File: config.mk
export PLATFORM = sky130hd
export DESIGN_NAME = mdr_ext_unit
export DESIGN_NICKNAME = d
export VERILOG_FILES = /design/src/rtl/mdr_ext_unit.sv
export SDC_FILE = /design/constraint.sdc
export NUM_CORES = 1
export LEC_CHECK = 0
export ABC_AREA = 0
export CAP_MARGIN = 10
export CORE_MARGIN = 3
export CORE_UTILIZATION = 47
export DETAILED_ROUTE_END_ITERATION = 8
export GPL_TIMING_DRIVEN = 1
export PLACE_DENSITY = 0.86
export SLEW_MARGIN = 20
export SYNTH_ARGS = -nofsm -noshare
export SYNTH_HDL_FRONTEND = slang
export SYNTH_SLANG_ARGS = --single-unit
File: constraint.sdc
create_clock -name clk -period 2.2 [get_ports clk]
set_input_delay 0.44 -clock clk [delete_from_list [all_inputs] [get_ports clk]]
set_output_delay 0.44 -clock clk [all_outputs]
set_load 0.01 [all_outputs]
File: src/rtl/mdr_ext_unit.sv
// mdr_ext_unit: memory data register with bus load, handshaked memory read and lane extraction
module mdr_ext_unit #(
  parameter int DATA_W  = 32,
  parameter int OFF_W   = 2,
  parameter int TIMEOUT = 15,
  parameter int TO_W    = 4
) (
  input  logic              clk,
  input  logic              clr,
  input  logic [DATA_W-1:0] bus_in,
  input  logic              mdr_in,
  input  logic              read_start,
  input  logic [1:0]        size,
  input  logic              sign_ext,
  input  logic [OFF_W-1:0]  byte_off,
  input  logic [DATA_W-1:0] mem_rdata,
  input  logic              mem_ack,
  output logic              mem_req,
  output logic [DATA_W-1:0] mdr_out,
  output logic              busy,
  output logic              rd_done,
  output logic              rd_err
);
  typedef enum logic {IDLE, WAIT} state_t;
  state_t            state;
  logic [TO_W-1:0]   cnt;
  logic [1:0]        size_q;
  logic              sign_q;
  logic [OFF_W-1:0]  off_q;
  logic [7:0]        lane_b;
  logic [15:0]       lane_h;
  logic [DATA_W-1:0] ext;
  // misaligned halfwords round down: the offset LSB never reaches the lane select
  assign lane_b = mem_rdata[8*off_q +: 8];
  assign lane_h = mem_rdata[16*off_q[OFF_W-1:1] +: 16];
  always_comb
    ext = size_q == 2'b00 ? {{(DATA_W-8){sign_q & lane_b[7]}}, lane_b} :
          size_q == 2'b01 ? {{(DATA_W-16){sign_q & lane_h[15]}}, lane_h} : mem_rdata;
  always_ff @(posedge clk or posedge clr)
    if (clr) begin
      state   <= IDLE;
      mem_req <= 1'b0;
      busy    <= 1'b0;
      rd_done <= 1'b0;
      rd_err  <= 1'b0;
      cnt     <= '0;
      mdr_out <= '0;
      size_q  <= '0;
      sign_q  <= 1'b0;
      off_q   <= '0;
    end else begin
      rd_done <= 1'b0;
      if (state == IDLE) begin
        if (mdr_in) mdr_out <= bus_in;
        if (read_start) begin
          size_q  <= size;
          sign_q  <= sign_ext;
          off_q   <= byte_off;
          cnt     <= '0;
          rd_err  <= 1'b0;
          state   <= WAIT;
          mem_req <= 1'b1;
          busy    <= 1'b1;
        end
      end else if (mem_ack) begin
        mdr_out <= ext;
        rd_done <= 1'b1;
        state   <= IDLE;
        mem_req <= 1'b0;
        busy    <= 1'b0;
      end else if (cnt == TO_W'(TIMEOUT-1)) begin
        rd_err  <= 1'b1;
        state   <= IDLE;
        mem_req <= 1'b0;
        busy    <= 1'b0;
      end else cnt <= cnt + 1'b1;
    end
endmodule

Word-level counts from Yosys, hierarchy flattened
Cells that the tools add are included.
- bits in registers: 45
- bits in latches: 0
- RAM bits: 0
- bits in read-only memories: 0
- input bits: 74
- output and inout bits: 36
- word-level logic and storage cells: 53
- memories kept: 0
- $add $sub $neg: 1
- multiply operators: 0
- divide/modulo/power cells: 0
- $lt $le $gt $ge: 0
- equality and inequality tests: 7
- shift-type cells: 2
- mux-type cells: 23
- bitwise operators: 3
- reduce and logical (&&, ||, !) cells: 8
- operators with widths (cell ; number):
    2-to-1 mux 32 bit ; 5
    indexed part select 32 x 6 -> 16 bit ; 1
    indexed part select 32 x 6 -> 8 bit ; 1
    2-to-1 mux 4 bit ; 4
    2-to-1 mux 1 bit ; 14
    inequality test 2 bit (second input constant) ; 3
    AND reduction 2 bit ; 3
    AND reduction 3 bit ; 2
    adder 4 x 1 -> 4 bit (second input constant) ; 1
    == test 4 bit (second input constant) ; 1
    nonzero test 2 bit ; 2
    inequality test 3 x 2 -> 1 bit (second input constant) ; 1
    bitwise AND 1 bit ; 2
    == test 2 x 1 -> 1 bit (second input constant) ; 1
    logical NOT 2 bit ; 1
    inequality test 2 x 1 -> 1 bit (second input constant) ; 1
    NOT 1 bit ; 1

Longest topological paths before layout
Gate-level depths: netlist of run 1.
- depth in word-level cells: 6
- depth in mapped cells: 6
- depth with buffers taken out: 6

Worst setup path before layout of run 1
No wires, ideal clock.
- kind: in2reg
- start: input port mem_rdata[31]
- end: register mdr_out[15]
- setup time: 123 ps
- arrival: 1401 ps
- required time: 2077 ps
- slack: 677 ps
- stages on the path: 4
- buffers on the path: 0
- cells stage by stage: mux4_2 > a31oi_4 > nand3_2 > o221a_2
- cells in the longest elaborated chain, start to end: 5
- elaborated cells on any way between the ends: 7
- classes of those cells: shift: 2; mux: 4; bitwise: 1
- ends and longest elaborated chain (item ; RTL line ; source):
    start: declaration ; 16 ; input logic [DATA_W-1:0] mem_rdata,
    indexed part select 32 x 6 -> 16 bit / indexed part select 32 x 6 -> 8 bit (equally long branches) ; 35, 34 ;
    2-to-1 mux 32 bit / bitwise AND 1 bit (equally long branches) ; 38, 37 ;
    2-to-1 mux 32 bit (*) ; 37 ; ext = size_q == 2'b00 ? {{(DATA_W-8){sign_q & lane_b[7]}}, lane_b} :
    2-to-1 mux 32 bit (*) ; 65 ; end else if (mem_ack) begin
    2-to-1 mux 32 bit (*) ; 53 ; if (state == IDLE) begin
    end signal: assignment ; 54 ; if (mdr_in) mdr_out <= bus_in;
    end signal: assignment ; 66 ; mdr_out <= ext;
    end: declaration ; 19 ; output logic [DATA_W-1:0] mdr_out,
Mark *: on every way between the ends. The rest lies on a longest branch, timed or not. The select of a mux whose other input is x is not followed.
A chain may end at the register's enable or synchronous reset.

Worst setup path after layout of run 1
- start: register size_q[1]
- end: register mdr_out[20]
- cells in the longest elaborated chain, start to end: 5
- elaborated cells on any way between the ends: 6
- classes of those cells: eq/ne: 1; mux: 4; reduce/logical: 1
- ends and longest elaborated chain (item ; RTL line ; source):
    start: declaration ; 27 ; logic [1:0] size_q;
    start signal: assignment ; 56 ; size_q <= size;
    == test 2 x 1 -> 1 bit ; 38 ; size_q == 2'b01 ? {{(DATA_W-16){sign_q & lane_h[15]}}, lane_h} : mem_rdata;
    2-to-1 mux 32 bit ; 38 ;
    2-to-1 mux 32 bit (*) ; 37 ;
    2-to-1 mux 32 bit (*) ; 65 ;
    2-to-1 mux 32 bit (*) ; 53 ;
Marked as above.

==> impl_results.md, run 1 <==
- Post-route design area: 3980 um^2
- Synthesis-to-layout area growth: 47.1%
- Post-route setup slack: 0.226 ns
- Tightest Pin Transition: 0.807 ns
- Max cap viols: 0
- Post-DP Area: 3870 um^2
- Post-CTS Setup Repair Bufs: 0
- Cts repair resizes: 0
- Site Rows: 26
- Post-Syn Instances: 295
- RSZ-0062 raised after global routing: false
- Total CTS buffers: 5
- Arrival time worst endpoint: 2.12 ns
- Detailed-route DRC error count: 0
- Fmax: 0.507 GHz
- Mapped Area: 2710 um^2
- CTS Buffer Depth: 2
- Vias per inst: 5.98
- Final HPWL DP: 6.46 mm
- Initial Utilization: 50.7%
- Die Span Y: 81.9 um
- Grt ovf: 0
- CP Class: reg -> reg
- Die area: 6700 um^2
- Synth cell types: 34
- R2R depth: 4
- Post-synthesis sequential area ratio: 41.6%
- Maximum vdd drop: 0.488 mV
- Die X: 81.9 um
- Hold_buf cts: 0
- Routed Antenna Nets: 0
- First-pass GRT wire length: 13.5 mm
- Predominant post-synthesis flop cell: dfrtp_1
- Initial drt markers: 396
- Reg-to-Reg Start: size_q[1]
- Type of origin of the critical path: flop
- All-Layer GR Usage: 26.5%
- Clock transition at path regs: 0.09 ns
- Kind of end point of the critical path: flop
- Power Density: 837 nW/um^2
- Status: finished clean
- Largest net degree at the start of global routing: 27
- Via count: 2815
- Fin crit share: 89.7%
- Root buffer cell: clkbuf_8
- IO Count: 110
- Layout Skew: 0.00746 ns
- Leakage: 1.63 nW
- Synth Register Bits: 45
- Post-synth EDFFs: 0
- Avg Cell Area, Syn: 9.17 um^2
- Clock latency on the worst-skew pair: 0.30 ns
- Final antenna diode count: 0
- CTS tree: yes
- Syn nets: 371
- Core area: 5340 um^2
- Share of layout cells above drive strength 1: 12.0%
- First drt pass iteration count: 5
- Final count of hold timing violations: 0
- Gpl congestion: 0.937
- Final setup TNS: 0 ns
- Final setup viols: 0
- First element of the critical path: size_q[1]
- CP Capture Point: mdr_out[20]
- Port bufs: 109
- Initial antenna violation count: 0
- Setup Slack @ Placement: 0.0578 ns
- Ys async rst share: 100%
- WL/cell: 18.5 um
- Synth warnings: 0
- Vias in the first global route: 2816
- Post-layout nets: 477
- Worst r2r dst: mdr_out[20]
- Worst min path class: in -> async
- Placed insts: 464
- Pins over their slew limit: 0
- Final WL: 8.70 mm
- H-Tree Level Count: 2
- FF-to-FF setup slack: 0.23 ns
- Clk sinks: 45
- Worst Path Max Fanout: 16
- Final Non-Filler Cells: 471
- CP required: 2.35 ns
- Min Tclk post-route: 1.97 ns
- Relative slew slack: 46.2%
worst min path at each step:
stage,to
finish,mdr_out[12]
floorplan,cnt[0]
global route,mdr_out[15]
CTS,mdr_out[15]
global placement,mdr_out[0]
detailed placement,mdr_out[6]
cells in the mapped netlist (all sizes together) (8+ instances only):
| library cell | instances | area share [%] |
|---|---|---|
| mux4 | 8 | 6.7 |
| clkbuf | 9 | 1.2 |
| dfrtp | 45 | 42 |
| buf | 14 | 3.2 |
| o22ai | 38 | 8.8 |
| inv | 21 | 2.9 |
| o21ai | 21 | 3.9 |
| nand2 | 34 | 4.7 |
| mux2 | 13 | 5.4 |
| nand3 | 8 | 1.7 |
| a21oi | 31 | 5.9 |
| nor2 | 17 | 2.4 |
through the flow:
stage	total power, mW	hold WS [ns]	util (%)
6_report	3.33	0.460	74.6
5_1_grt	3.54	0.485	74.6
4_1_cts	3.33	0.468	74.6
3_5_place_dp	2.70	0.523	72.6
3_3_place_gp	2.65	0.494	72.6
2_1_floorplan	1.99	0.507	-
layout make-up:
type / count / area [um^2]
Clock buffer: 5 / 68.8
Sequential cell: 45 / 1130
Clock inverter: 2 / 38.8
Inverter: 21 / 78.8
Fill cell: 411 / 1360
Multi-Input combinational cell: 206 / 1380
Timing Repair Buffer: 122 / 1200
Tap cell: 70 / 87.6
report_power, final:
group	switching, mW	internal [mW]
combinational	0.685	0.797
sequential	0.179	1.04
clock	0.293	0.336
metal layers:
| metal | routed length, um | GRT usage [%] | vias up |
|---|---|---|---|
| met4 | 175 | 8.14 | 0 |
| met1 | 3380 | 32.6 | 1354 |
| li1 | - | - | 1289 |
| met5 | 0 | 0 | - |
| met3 | 832 | 6.69 | 19 |
| met2 | 4320 | 45.7 | 153 |
layout by cell type (no fill, tap or decap), drive strengths merged, types with 5 or more instances in the layout:
cell type      synthesis  routed
nand3                  8       8
a211o                  6       6
o21ai                 21      21
a22oi                  7       7
nand2                 34      34
mux4                   8       8
o22ai                 38      38
mux2                  13      13
a21oi                 31      31
clkdlybuf4s50          0     109
buf                   14      13
dfrtp                 45      45
nor2                  17      17
inv                   21      22
clkbuf                 9       5
state kept, by name, summed over array words and instances (netlist names):
name and flops:
cnt 4, rd_done 1, state 1, size_q 2, rd_err 1, mdr_out 32
off_q 2, busy 1, sign_q 1
worst max-delay path, cell delays in order (launching register included):
cell,delay [ns]
dfrtp_1,0.52
or2_1,0.37
o32ai_2,0.13
a21oi_2,0.63
a21oi_1,0.16
cells by family after synthesis:
family,synth area share (%)
AOI/OAI and AO/OA,25.5
adders and majority gates,0.925
DFF,41.6
buffers and inverters,7.40
and+or+nand+nor,11.4
muxes,12.8
xor gates and xnor gates,0.324
No activity file was read; power rests on OpenSTA's default activity.
==> run 2: changes to the inputs <==
Settings changed: SLEW_MARGIN 20 to 10.
==> results of run 2 <==
No change in the layout: final DEF, timing and power equal those of run 1.
